--- src/rtl/hvac_sensor_if_if.sv ---
`default_nettype none
// ============================================================================
// Module      : hvac_sensor_if_if
// Description : Signal bundle between the HVAC sensor front end and its
//               environment. The master side drives the raw temperature sample
//               stream and the raw push-button. The slave side (the front end)
//               returns the clean level requests.
// Ports       : temp_valid  - temp holds a new sample this cycle
//               temp[TW-1:0]- unsigned temperature sample
//               key_raw     - raw, bouncy, asynchronous push-button
//               t_cao       - too-hot request
//               t_thap      - too-cold request
//               keypad      - ventilation request level
// Revision    : 1.0 - initial release
// ============================================================================
interface hvac_sensor_if_if #(
    parameter int TW = 8
) ();
    logic          temp_valid;
    logic [TW-1:0] temp;
    logic          key_raw;
    logic          t_cao;
    logic          t_thap;
    logic          keypad;

    modport master (
        output temp_valid,
        output temp,
        output key_raw,
        input  t_cao,
        input  t_thap,
        input  keypad
    );

    modport slave (
        input  temp_valid,
        input  temp,
        input  key_raw,
        output t_cao,
        output t_thap,
        output keypad
    );
endinterface
`default_nettype wire

--- src/rtl/hvac_sensor_if.sv ---
`default_nettype none
// ============================================================================
// Module      : hvac_sensor_if
// Description : Input-conditioning front end for the HVAC controller.
//               The temperature path qualifies samples against the hot and
//               cold thresholds. It requires CONFIRM consecutive qualifying
//               samples for every state change and applies a hysteresis band
//               on exit. The button path synchronises the raw key with two
//               flops, debounces it over DB_CYCLES clocks and either toggles
//               or follows the keypad request.
// Ports       : clk  - clock
//               rst  - asynchronous reset, active low
//               bus  - hvac_sensor_if_if.slave (temp_valid, temp, key_raw in;
//                      t_cao, t_thap, keypad out, all registered)
// Revision    : 1.0 - initial release
// ============================================================================
module hvac_sensor_if #(
    parameter int TW        = 8,
    parameter int T_HI      = 30,
    parameter int T_LO      = 18,
    parameter int HYST      = 2,
    parameter int CONFIRM   = 3,
    parameter int DB_CYCLES = 4,
    parameter int TOGGLE    = 1
) (
    input  wire              clk,
    input  wire              rst,
    hvac_sensor_if_if.slave  bus
);

    // Thresholds are compared at TW+1 bits. The exit levels cannot wrap
    // for legal parameter sets.
    localparam logic [TW:0] c_HI      = (TW+1)'(T_HI);
    localparam logic [TW:0] c_LO      = (TW+1)'(T_LO);
    localparam logic [TW:0] c_HI_EXIT = (TW+1)'(T_HI - HYST);
    localparam logic [TW:0] c_LO_EXIT = (TW+1)'(T_LO + HYST);
    localparam logic [3:0]  c_CNT_LAST = 4'(CONFIRM - 1);
    localparam logic [7:0]  c_DB_LAST  = 8'(DB_CYCLES - 1);

    typedef enum logic [1:0] {
        ST_NORM = 2'd0,
        ST_HOT  = 2'd1,
        ST_COLD = 2'd2
    } state_t;

    // ------------------------------------------------------------------------
    // Temperature qualification
    // ------------------------------------------------------------------------
    state_t      r_state;
    state_t      w_state_nxt;
    logic [3:0]  r_hot_cnt;
    logic [3:0]  r_cold_cnt;
    logic [3:0]  r_x_cnt;
    logic [3:0]  w_hot_nxt;
    logic [3:0]  w_cold_nxt;
    logic [3:0]  w_x_nxt;
    logic        r_t_cao;
    logic        r_t_thap;

    logic [TW:0] w_temp_x;
    logic        w_is_hot;
    logic        w_is_cold;
    logic        w_exit_hot;
    logic        w_exit_cold;

    assign w_temp_x    = {1'b0, bus.temp};
    assign w_is_hot    = (w_temp_x >  c_HI);
    assign w_is_cold   = (w_temp_x <  c_LO);
    assign w_exit_hot  = (w_temp_x <= c_HI_EXIT);
    assign w_exit_cold = (w_temp_x >= c_LO_EXIT);

    always_ff @(posedge clk or negedge rst) begin
        if (!rst) begin
            r_state    <= ST_NORM;
            r_hot_cnt  <= 4'd0;
            r_cold_cnt <= 4'd0;
            r_x_cnt    <= 4'd0;
            r_t_cao    <= 1'b0;
            r_t_thap   <= 1'b0;
        end else begin
            r_state    <= w_state_nxt;
            r_hot_cnt  <= w_hot_nxt;
            r_cold_cnt <= w_cold_nxt;
            r_x_cnt    <= w_x_nxt;
            // The outputs decode the next state. This lets them change on the
            // same edge that accepts the confirming sample.
            r_t_cao    <= (w_state_nxt == ST_HOT);
            r_t_thap   <= (w_state_nxt == ST_COLD);
        end
    end

    always_comb begin
        w_state_nxt = r_state;
        w_hot_nxt   = r_hot_cnt;
        w_cold_nxt  = r_cold_cnt;
        w_x_nxt     = r_x_cnt;
        if (bus.temp_valid) begin
            case (r_state)
                ST_NORM: begin
                    if (w_is_hot) begin
                        w_cold_nxt = 4'd0;
                        if (r_hot_cnt == c_CNT_LAST) begin
                            w_state_nxt = ST_HOT;
                            w_hot_nxt   = 4'd0;
                            w_x_nxt     = 4'd0;
                        end else begin
                            w_hot_nxt = r_hot_cnt + 4'd1;
                        end
                    end else if (w_is_cold) begin
                        w_hot_nxt = 4'd0;
                        if (r_cold_cnt == c_CNT_LAST) begin
                            w_state_nxt = ST_COLD;
                            w_cold_nxt  = 4'd0;
                            w_x_nxt     = 4'd0;
                        end else begin
                            w_cold_nxt = r_cold_cnt + 4'd1;
                        end
                    end else begin
                        w_hot_nxt  = 4'd0;
                        w_cold_nxt = 4'd0;
                    end
                end
                // HOT and COLD only ever leave to NORM, so a full swing
                // requalifies from scratch in NORM.
                ST_HOT: begin
                    if (w_exit_hot) begin
                        if (r_x_cnt == c_CNT_LAST) begin
                            w_state_nxt = ST_NORM;
                            w_x_nxt     = 4'd0;
                        end else begin
                            w_x_nxt = r_x_cnt + 4'd1;
                        end
                    end else begin
                        w_x_nxt = 4'd0;
                    end
                end
                ST_COLD: begin
                    if (w_exit_cold) begin
                        if (r_x_cnt == c_CNT_LAST) begin
                            w_state_nxt = ST_NORM;
                            w_x_nxt     = 4'd0;
                        end else begin
                            w_x_nxt = r_x_cnt + 4'd1;
                        end
                    end else begin
                        w_x_nxt = 4'd0;
                    end
                end
                default: begin
                    w_state_nxt = ST_NORM;
                    w_hot_nxt   = 4'd0;
                    w_cold_nxt  = 4'd0;
                    w_x_nxt     = 4'd0;
                end
            endcase
        end
    end

    // ------------------------------------------------------------------------
    // Button synchronise + debounce
    // ------------------------------------------------------------------------
    logic       r_s1;
    logic       r_s2;
    logic       r_key_db;
    logic [7:0] r_db_cnt;
    logic       r_keypad;
    logic       w_db_fire;

    // s2 has differed from the debounced level for DB_CYCLES edges,
    // counting this one.
    assign w_db_fire = (r_s2 != r_key_db) && (r_db_cnt == c_DB_LAST);

    always_ff @(posedge clk or negedge rst) begin
        if (!rst) begin
            r_s1     <= 1'b0;
            r_s2     <= 1'b0;
            r_key_db <= 1'b0;
            r_db_cnt <= 8'd0;
        end else begin
            r_s1 <= bus.key_raw;
            r_s2 <= r_s1;
            if (r_s2 == r_key_db) begin
                r_db_cnt <= 8'd0;
            end else if (w_db_fire) begin
                r_key_db <= r_s2;
                r_db_cnt <= 8'd0;
            end else begin
                r_db_cnt <= r_db_cnt + 8'd1;
            end
        end
    end

    if (TOGGLE != 0) begin : g_toggle
        // Only a debounced press (rising edge of key_db) flips the request.
        always_ff @(posedge clk or negedge rst) begin
            if (!rst) begin
                r_keypad <= 1'b0;
            end else begin
                r_keypad <= r_keypad ^ (w_db_fire & r_s2);
            end
        end
    end else begin : g_level
        // Track the value key_db takes at this edge so both stay aligned.
        always_ff @(posedge clk or negedge rst) begin
            if (!rst) begin
                r_keypad <= 1'b0;
            end else begin
                r_keypad <= w_db_fire ? r_s2 : r_key_db;
            end
        end
    end

    assign bus.t_cao  = r_t_cao;
    assign bus.t_thap = r_t_thap;
    assign bus.keypad = r_keypad;

endmodule
`default_nettype wire
--- src/flat_wrapper.sv ---
// flat-port wrapper written by rule: the top's interface ports become plain ports
module hvac_sensor_if_flat 
#(
    parameter int TW        = 8,
    parameter int T_HI      = 30,
    parameter int T_LO      = 18,
    parameter int HYST      = 2,
    parameter int CONFIRM   = 3,
    parameter int DB_CYCLES = 4,
    parameter int TOGGLE    = 1
)
  (clk, rst, bus_temp_valid, bus_temp, bus_key_raw, bus_t_cao, bus_t_thap, bus_keypad);
  hvac_sensor_if_if #(.TW(TW)) bus_i ();
  input  wire clk;
  input  wire rst;
  input wire logic [$bits(bus_i.temp_valid)-1:0] bus_temp_valid;
  input wire logic [$bits(bus_i.temp)-1:0] bus_temp;
  input wire logic [$bits(bus_i.key_raw)-1:0] bus_key_raw;
  output wire logic [$bits(bus_i.t_cao)-1:0] bus_t_cao;
  output wire logic [$bits(bus_i.t_thap)-1:0] bus_t_thap;
  output wire logic [$bits(bus_i.keypad)-1:0] bus_keypad;
  assign bus_i.temp_valid = bus_temp_valid;
  assign bus_i.temp = bus_temp;
  assign bus_i.key_raw = bus_key_raw;
  assign bus_t_cao = bus_i.t_cao;
  assign bus_t_thap = bus_i.t_thap;
  assign bus_keypad = bus_i.keypad;
  hvac_sensor_if #(.TW(TW), .T_HI(T_HI), .T_LO(T_LO), .HYST(HYST), .CONFIRM(CONFIRM), .DB_CYCLES(DB_CYCLES), .TOGGLE(TOGGLE)) u_core (.clk(clk), .rst(rst), .bus(bus_i));
endmodule
--- config.mk ---
export PLATFORM = sky130hd
export DESIGN_NAME = hvac_sensor_if_flat
export DESIGN_NICKNAME = d
export VERILOG_FILES = /design/src/rtl/hvac_sensor_if_if.sv /design/src/rtl/hvac_sensor_if.sv /design/src/flat_wrapper.sv
export SDC_FILE = /design/constraint.sdc
export NUM_CORES = 1
export LEC_CHECK = 0
export ABC_CLOCK_PERIOD_IN_PS = 2100
export CAP_MARGIN = 10
export CORE_MARGIN = 2
export CORE_UTILIZATION = 45
export CTS_BUF_LIST = sky130_fd_sc_hd__clkbuf_4
export DETAILED_ROUTE_END_ITERATION = 6
export GPL_ROUTABILITY_DRIVEN = 0
export PLACE_DENSITY_LB_ADDON = 0.05
export SLEW_MARGIN = 30
export SYNTH_ARGS = -nofsm -noshare
export SYNTH_HDL_FRONTEND = slang
export SYNTH_SLANG_ARGS = --single-unit
export TNS_END_PERCENT = 20
--- constraint.sdc ---
create_clock -name clk -period 2.1 [get_ports clk]
set_clock_uncertainty 0.15 [all_clocks]
set_input_delay 0.42 -clock clk [delete_from_list [all_inputs] [get_ports clk]]
set_output_delay 0.42 -clock clk [all_outputs]
set_load 0.05 [all_outputs]
After elaboration in Yosys (flattened, before gate mapping)
Cells that the tools add are included.
- order comparisons: 4
- reduce and logical (&&, ||, !) cells: 6
- mux-type cells: 26
- eq/ne operators: 13
- $add $sub $neg: 4
- bitwise operators: 4
- operators by type and width (kind ; number):
    $mux W4 ; 12
    $mux W2 ; 8
    $mux W8 ; 2
    $pmux W4 S2 ; 2
    $add A4 B1 Y4 const B ; 3
    $eq A4 B2 Y1 const B ; 3
    $pmux W4 S3 ; 1
    $add A8 B1 Y8 const B ; 1
    $eq A8 B2 Y1 const B ; 1
    $ge A8 B5 Y1 const B ; 1
    $gt A8 B5 Y1 const B ; 1
    $le A8 B5 Y1 const B ; 1
    $lt A8 B5 Y1 const B ; 1
    $ne A3 B1 Y1 const B ; 2
    $pmux W2 S3 ; 1
    $eq A2 B1 Y1 const B ; 2
    $eq A2 B2 Y1 const B ; 2
    $reduce_and A2 Y1 ; 2
    $reduce_and A4 Y1 ; 1
    $ne A3 B3 Y1 const B ; 1
    $logic_not A2 Y1 ; 1
    $not A1 Y1 ; 2
    $reduce_or A2 Y1 ; 1
    $and A1 B1 Y1 ; 1
    other kinds (4) ; 4
- input bits: 12
- output and inout port bits: 3
- word-level logic and storage cells: 68
- register bits: 28

Longest topological paths before layout
- word-level depth: 7
- mapped depth: 7
- mapped depth without buffers: 7

Worst setup path after synthesis
No wires, ideal clock.
- path kind: register to register
- from: register u_core.r_cold_cnt[0]
- to: register u_core.r_x_cnt[0]
- setup time: 95 ps
- data required time: 1855 ps
- buffers on the path: 0
- period minus slack after synthesis: 2129 ps
- arrival: 1883 ps
- stages on the path, launching flop included: 8
- slack: -29 ps
- cells stage by stage: dfrtp_1 inv_1 ha_1 or3b_4 o41ai_1 o21ai_1 nand2b_4 o31ai_1
- cells in the longest elaborated chain, start to end: 3
- RTL lines (element ; line ; RTL):
    from (decl) ; hvac_sensor_if.sv:52 ; logic [3:0] r_cold_cnt;
    from (signal assigned) ; hvac_sensor_if.sv:83 ; r_cold_cnt <= w_cold_nxt;
    $eq A4 B2 Y1 ; hvac_sensor_if.sv:111 ; if (r_cold_cnt == c_CNT_LAST) begin
    $ne A3 B1 Y1 (no line) ; -- ;
    $reduce_and A4 Y1 (no line) ; -- ;
    to (signal assigned) ; hvac_sensor_if.sv:84 ; r_x_cnt <= w_x_nxt;
    to (decl) ; hvac_sensor_if.sv:53 ; logic [3:0] r_x_cnt;
Every way passes these cells.
A chain may end at the register's enable or synchronous reset.

Worst setup path after layout
- from: register u_core.r_cold_cnt[0]
- to: register u_core.r_state[0]
- cells in the longest elaborated chain, start to end: 6
- RTL lines (element ; line ; RTL):
    $eq A4 B2 Y1 ; hvac_sensor_if.sv:111 ;
    $mux W2 ; hvac_sensor_if.sv:111 ;
    $mux W2 ; hvac_sensor_if.sv:109 ; end else if (w_is_cold) begin
    $mux W2 ; hvac_sensor_if.sv:100 ; if (w_is_hot) begin
    $pmux W2 S3 ; hvac_sensor_if.sv:98 ; case (r_state)
    $mux W2 ; hvac_sensor_if.sv:97 ; if (bus.temp_valid) begin
    via u_core.w_state_nxt[0] ; hvac_sensor_if.sv:50 ; state_t w_state_nxt;
    to (signal assigned) ; hvac_sensor_if.sv:81 ; r_state <= w_state_nxt;
    to (decl) ; hvac_sensor_if.sv:49 ; state_t r_state;
The timed path passes the listed nets, and every way through them passes these cells.

==> metrics.txt <==
# TYPE chip_impl_metric gauge
chip_impl_info{name="outcome",value="complete, but fails checks"} 1
chip_impl_metric{name="drt_pre_antenna_iters",unit=""} 4
chip_impl_metric{name="post-route-period-util",unit="%"} 102
chip_impl_metric{name="pwr-share-clk",unit="%"} 15.5
chip_impl_metric{name="tritoncts_num_sinks",unit=""} 28
chip_impl_info{name="rsz0062_at_grt",value="true"} 1
chip_impl_metric{name="post-route-worst-setup-slack",unit="ns"} -0.0322
chip_impl_info{name="cts_root_buffer",value="sky130_fd_sc_hd__clkbuf_4"} 1
chip_impl_metric{name="postRouteAntennaNets",unit=""} 0
chip_impl_info{name="cts_tree",value="yes"} 1
chip_impl_metric{name="synthesis.nets",unit=""} 184
chip_impl_info{name="cp-end-kind",value="flop"} 1
chip_impl_metric{name="cts.htree.levels",unit=""} 1
chip_impl_info{name="min_from",value="u_core.r_s1"} 1
chip_impl_metric{name="vias_per_cell",unit=""} 5.42
chip_impl_metric{name="postPlaceCellArea",unit="µm²"} 1980
chip_impl_metric{name="drt-initial-drc-count",unit=""} 104
chip_impl_metric{name="drv_slew",unit=""} 0
chip_impl_info{name="reg2reg_from",value="u_core.r_cold_cnt[0]"} 1
chip_impl_metric{name="critPathBufInv",unit=""} 3
chip_impl_metric{name="worst_ep_required_time",unit="ns"} 2.17
chip_impl_info{name="crit_chain",value="inv_1 > ha_1 > or3b_4 > buf_6 > nor4b_2 > a211o_1 > a21oi_4 > buf_4"} 1
chip_impl_info{name="startpoint",value="u_core.r_cold_cnt[0]"} 1
chip_impl_metric{name="area_growth",unit="%"} 33.9
chip_impl_metric{name="seq_cell_area",unit="µm²"} 701
chip_impl_info{name="worst_setup_path_start_kind",value="flop"} 1
chip_impl_metric{name="leakage",unit="nW"} 0.999
chip_impl_metric{name="ys_ff_latch",unit=""} 28
chip_impl_metric{name="buffer_ports.inserted",unit=""} 14
chip_impl_info{name="violations_in_the_final_reports",value="setup timing"} 1
chip_impl_metric{name="detailroute.via_count",unit=""} 1377
chip_impl_metric{name="first_global_vias",unit=""} 1383
chip_impl_metric{name="drive_gt1_share",unit="%"} 26.9
chip_impl_metric{name="power_frac_comb",unit="%"} 34.0
chip_impl_info{name="criticalPathCategory",value="flop to flop"} 1
chip_impl_metric{name="grt-ovfl-total",unit=""} 0
chip_impl_metric{name="antennaDiodeCount",unit=""} 0
chip_impl_metric{name="synthDistinctLibCells",unit=""} 45
chip_impl_metric{name="grt_pass1_wl",unit="mm"} 6.09
chip_impl_metric{name="avgRoutedWirePerCell",unit="µm"} 14.0
chip_impl_metric{name="total_standard_cell_area_after_synthesis",unit="µm²"} 1590
chip_impl_metric{name="max_freq",unit="MHz"} 469
chip_impl_metric{name="synthesis.area_per_instance",unit="µm²"} 9.76
chip_impl_metric{name="grtUsageTotal",unit="%"} 19.0
chip_impl_metric{name="internal_power",unit="mW"} 0.925
chip_impl_info{name="critical_path.slowest_cell",value="sky130_fd_sc_hd__dfrtp_1"} 1
chip_impl_info{name="worst_path_dominant_cell_family",value="simple AND/OR/NAND/NOR gates"} 1
chip_impl_metric{name="clock_pin_slew_reported_for_the_worst_setup_and_hold_paths_after_clock_tree_synthesis",unit="ns"} 0.14
chip_impl_metric{name="worst_skew_pair.late_latency",unit="ns"} 0.32
chip_impl_metric{name="worst_hold_slack",unit="ns"} 0.224
chip_impl_metric{name="number_of_rows_created_at_floorplan",unit=""} 21
chip_impl_metric{name="p_per_area",unit="nW/µm²"} 650
chip_impl_info{name="holdCritPathClass",value="flop to flop"} 1
chip_impl_metric{name="p_seq_share",unit="%"} 50.5
chip_impl_metric{name="switching_power_of_the_nets",unit="mW"} 0.459
chip_impl_metric{name="drt_drc_violations_left",unit=""} 0
chip_impl_info{name="postSynth.topFlopCell",value="sky130_fd_sc_hd__dfrtp_1"} 1
chip_impl_metric{name="start_util",unit="%"} 47.3
chip_impl_metric{name="maximum_net_fanout_on_the_critical_path",unit=""} 3
chip_impl_metric{name="grt_max_degree",unit=""} 29
chip_impl_metric{name="postCtsHoldBufs",unit=""} 0
chip_impl_metric{name="final.fill_count",unit=""} 301
chip_impl_metric{name="ys.warnings.count",unit=""} 0
chip_impl_metric{name="tightestPinTransition",unit="ns"} 0.500
chip_impl_metric{name="power.ir.vdd_worst",unit="mV"} 0.497
chip_impl_metric{name="finalSetupTns",unit="ns"} -0.0593
chip_impl_metric{name="io_pins",unit=""} 15
chip_impl_metric{name="grt_antenna_before_repair",unit=""} 0
chip_impl_metric{name="number_of_buffers_created_by_cts",unit=""} 3
chip_impl_metric{name="cts.path.max_buffers",unit=""} 2
chip_impl_metric{name="cp_slowest_stage_delay",unit="ns"} 0.42
chip_impl_metric{name="max-cap-violations",unit=""} 0
chip_impl_metric{name="place_hpwl",unit="mm"} 2.56
chip_impl_metric{name="crit_arrival",unit="ns"} 2.21
chip_impl_metric{name="die_area",unit="µm²"} 4030
chip_impl_metric{name="die-width",unit="µm"} 63.4
chip_impl_metric{name="timing_hold_violations_final",unit=""} 0
chip_impl_metric{name="final.min_clock_period",unit="ns"} 2.13
chip_impl_metric{name="slew_headroom",unit="%"} 66.6
chip_impl_metric{name="postRouteWirelength",unit="mm"} 3.56
chip_impl_metric{name="multi_input_comb_area",unit="µm²"} 940
chip_impl_metric{name="place_worst_setup_slack",unit="ns"} -0.463
chip_impl_metric{name="synthArstFlopShare",unit="%"} 100
chip_impl_metric{name="fp.dieH",unit="µm"} 63.4
chip_impl_metric{name="netSwitchingFraction",unit="%"} 33.2
chip_impl_metric{name="stdcell_area",unit="µm²"} 2130
chip_impl_metric{name="syn-instance-count",unit=""} 163
chip_impl_metric{name="final_nets",unit=""} 230
chip_impl_metric{name="synth-seq-area-share",unit="%"} 44.1
chip_impl_metric{name="synth_edf_count",unit=""} 0
chip_impl_metric{name="count_of_endpoints_failing_setup_in_the_final_report",unit=""} 2
chip_impl_metric{name="core_area",unit="µm²"} 3360
power by group through the flow:
stage               combinational, mW  sequential [mW]  clock [mW]
floorplan                       0.227            0.736           0
global placement                0.442            0.702           0
detailed placement              0.453            0.708           0
CTS                             0.465            0.697       0.222
global route                    0.528            0.712       0.257
finish                          0.470            0.699       0.215
cells in the final DEF, fill, tap and decap left out, drive strengths merged, types with 4 or more instances in the layout:
master         netlist  layout
nand3               13      13
dfrtp               28      28
inv                  9       9
o21ai               10      10
xor2                 5       5
a21oi                4       4
nor2                12      12
nand2               13      13
ha                   9       9
buf                  2      30
dlygate4sd2          0       4
clkdlybuf4s50        0       7
nand2b               4       4
final timing paths:
path | slack, ns | cells past startpoint | endpoint
min | 0.22 | 0 | u_core.r_s2
min in group asynchronous | 0.30 | 2 | u_core.r_x_cnt[3]
max in group asynchronous | 1.23 | 2 | u_core.r_db_cnt[3]
min reg2reg | 0.22 | 0 | u_core.r_s2
max | -0.03 | 8 | u_core.r_state[0]
max reg2reg | -0.03 | 8 | u_core.r_state[0]
cells in the mapped netlist, types with 3 or more instances:
| cell | number | share of area, % |
|---|---|---|
| sky130_fd_sc_hd__nor2_1 | 12 | 2.8 |
| sky130_fd_sc_hd__dfrtp_1 | 28 | 44 |
| sky130_fd_sc_hd__o21ai_0 | 9 | 2.8 |
| sky130_fd_sc_hd__nand2b_1 | 3 | 1.2 |
| sky130_fd_sc_hd__inv_1 | 9 | 2.1 |
| sky130_fd_sc_hd__nand3b_1 | 3 | 1.4 |
| sky130_fd_sc_hd__or3_4 | 3 | 2.1 |
| sky130_fd_sc_hd__xnor2_1 | 3 | 1.7 |
| sky130_fd_sc_hd__xor2_1 | 5 | 2.8 |
| sky130_fd_sc_hd__nand2_1 | 13 | 3.1 |
| sky130_fd_sc_hd__nor3_1 | 3 | 0.94 |
| sky130_fd_sc_hd__ha_1 | 9 | 7.1 |
| sky130_fd_sc_hd__o31ai_1 | 3 | 1.4 |
| sky130_fd_sc_hd__nand3_1 | 13 | 4.1 |
| sky130_fd_sc_hd__a21oi_1 | 4 | 1.3 |
| sky130_fd_sc_hd__nor2b_1 | 3 | 1.2 |
| sky130_fd_sc_hd__o22ai_1 | 3 | 1.2 |
repair_timing:
| action | 4_1_cts | 5_1_grt |
|---|---|---|
| setup endpoints to repair | 18 | 6 |
| buffers inserted | 1 | 3 |
| resized for setup | 12 | 15 |
| pin swaps | 4 | 3 |
per-stage QoR:
step,instances,power [mW],utilization (%)
4_1_cts,251,1.38,61.0
3_5_place_dp,246,1.16,58.8
6_report,254,1.38,63.3
3_3_place_gp,246,1.14,58.8
2_1_floorplan,163,0.964,-
5_1_grt,254,1.50,63.3
area by class of cell:
class | instances | share of cell area (%)
inverters | 9 | 1.59
multi-input cells | 123 | 44.1
clock buffers | 3 | 1.06
flip-flops and latches | 28 | 32.9
well taps | 46 | 2.70
repair buffers | 44 | 17.5
clock inverters | 1 | 0.176
sequential cells by signal (all words and copies together), names as in the netlist:
signal             cells
u_core.r_db_cnt        8
u_core.r_cold_cnt      4
u_core.r_hot_cnt       4
u_core.r_x_cnt         4
u_core.r_state         2
u_core.bus.keypad      1
u_core.bus.t_cao       1
u_core.bus.t_thap      1
u_core.r_key_db        1
u_core.r_s1            1
u_core.r_s2            1
layer usage:
layer | wire (µm) | global-route usage, % | vias to the layer above
li1 | - | - | 678
met1 | 1620 | 24.7 | 661
met2 | 1800 | 33.3 | 34
met3 | 113 | 3.93 | 4
met4 | 21 | 2.45 | 0
met5 | 0 | 0 | -
cell families after synthesis:
family / synth area share [%]
muxes: 0.708
xor gates and xnor gates: 4.41
adders and majority gates: 7.08
buffers and inverters: 2.91
AOI/OAI and AO/OA: 15.1
and+or+nand+nor: 25.7
DFF: 44.1
No activity file was read; power rests on OpenSTA's default activity.
==> RTL change (same settings) <==
`TW` is set to 8 in 3 places; all go to 16.
--- a/src/rtl/hvac_sensor_if_if.sv
+++ b/src/rtl/hvac_sensor_if_if.sv
@@ -16,3 +16,3 @@
 interface hvac_sensor_if_if #(
-    parameter int TW = 8
+    parameter int TW = 16
 ) ();
--- a/src/rtl/hvac_sensor_if.sv
+++ b/src/rtl/hvac_sensor_if.sv
@@ -17,3 +17,3 @@
 module hvac_sensor_if #(
-    parameter int TW        = 8,
+    parameter int TW        = 16,
     parameter int T_HI      = 30,
--- a/src/flat_wrapper.sv
+++ b/src/flat_wrapper.sv
@@ -3,3 +3,3 @@
 #(
-    parameter int TW        = 8,
+    parameter int TW        = 16,
     parameter int T_HI      = 30,
Interface: changed (resized bus_temp); port bits go from 15 to 23. The function was not compared with the original's and may differ.
==> RTL change against the unedited design <==
  * Setup slack improved by 0.069 ns
  * Area after synthesis shrank 2.3%
  * Wire length is 13% lower
  * Fmax up 3.4%
  * Core utilization fell by 2.3 points
  * Total power grew 18%
  * Register-to-register slack gained 0.11 ns
  * Design area fell by 4.3%
  * Sequential cell count stayed put
  * Highest routed layer unchanged
==> RTL change: results (changes against the unedited design) <==
Leak=0.9729 nW (was 0.9993 nW); Total GRT Usage=18.03% (was 18.98%); Netlist cell types=37 (was 45); metal3 WL=110 microns (was 113 microns); metal2 WL=1481 microns (was 1804 microns); Synth Area in Compound Gates=14.41% (was 15.11%); IO Port Bufs=22 (was 14); mux contribution to synthesized area=1.449% (was 0.7081%); Synth area leaders=dfrtp_1 (45%), ha_1 (8.9%), nand3_1 (3.9%) (was dfrtp_1 (44%), ha_1 (7.1%), nand3_1 (4.1%)); Mapped Cells=155 (was 163); Syn Nets=186 (was 184); Slew HR=66.26% (was 66.64%); M1 WL=1464 microns (was 1619 microns); Hold Crit Class=reg -> reg (unchanged); post-DP HPWL=2366 microns (was 2563 microns); Via density=5.216 (was 5.421); drt wl/cell=12.84 microns (was 14.01 microns); met2 usage=30.65% (was 33.29%); cts bufs inserted=3 (unchanged); CP max-delay cell=or4_4 (was dfrtp_1); sequential fraction of the synthesis area=45.09% (was 44.06%); met1 Use GR=22.82% (was 24.71%); status=completed (was complete, but fails checks); post-CTS resize count=2 (was 12); met3 GRT Util=3.964% (was 3.929%); initial DRC count=43 (was 104); first-pass GRT wire length=5678 microns (was 6085 microns); Final nets=227 (was 230); # fillers=310 (was 301); adder-cell share of the synthesized area=8.857% (was 7.081%); crit-path max cell delay=0.60 ns (was 0.42 ns); crit path DAT=2.16 ns (was 2.21 ns); Peak VDD IR=0.4079 mV (was 0.4966 mV); layout cells sized above 1=18.46% (was 26.92%); Post-synth top cells=dfrtp_1 (28), nand2_1 (12), nand3_1 (12), nor2_1 (12) (was dfrtp_1 (28), nand2_1 (13), nand3_1 (13), nor2_1 (12)); Final Non-Filler Cells=241 (was 254); xor/xnor cell area share of the yosys netlist=4.509% (was 4.406%); vias in the first global route=1277 (was 1383); Largest Register=u_core.r_db_cnt (unchanged); Max FO, Critical Path=6 (was 3); post-CTS setup buffer count=0 (was 1)
-- RTL change: final cells by class --
cell class,count,area (sq um),area share (%)
multi-input cells,116,839.6,41.22
flip-flops and latches,28,700.7,34.40
repair buffers,37,349.1,17.14
well taps,46,57.56,2.826
inverters,10,37.54,1.843
clock inverters,1,30.03,1.474
clock buffers,3,22.52,1.106
-- RTL change: path summary, 6_finish.rpt --
| check | from | end | depth (start not counted) | slack (ns) |
|---|---|---|---|---|
| hold / removal | u_core.r_s1 | u_core.r_s2 | 0 | 0.22 |
| max in group asynchronous | rst | u_core.r_db_cnt[7] | 2 | 1.23 |
| setup / recovery | bus_temp[13] | u_core.r_cold_cnt[3] | 7 | 0.04 |
| setup reg to reg | u_core.r_state[1] | u_core.r_cold_cnt[3] | 8 | 0.08 |
| hold reg to reg | u_core.r_s1 | u_core.r_s2 | 0 | 0.22 |
| min in group asynchronous | rst | u_core.r_x_cnt[1] | 2 | 0.30 |
-- RTL change: through the flow --
stage	cell area [sq um]	total power, mW	setup WS (ns)	util (%)
after floorplan	1554	1.041	0.1484	-
after global placement	1924	1.259	-0.3247	57.67
after detailed placement	1924	1.279	-0.3874	57.67
after CTS	1978	1.640	-0.003181	59.28
after global routing	2037	1.760	-0.03226	61.04
final	2037	1.634	0.03692	61.04
-- RTL change: worst register-to-register path, cell delays in order, from the launching register on --
cell	delay [ns]
dfrtp_1	0.45
inv_2	0.08
ha_1	0.31
nor2b_2	0.13
nand2_1	0.08
or4_4	0.46
nor2b_1	0.13
o21ai_1	0.07
o31ai_1	0.07
-- RTL change: report_power, final --
group          switching (mW)  internal, mW  total (mW)
combinational           0.326         0.269       0.596
sequential             0.0640         0.621       0.685
clock                   0.160         0.193       0.354
total                   0.551          1.08        1.63
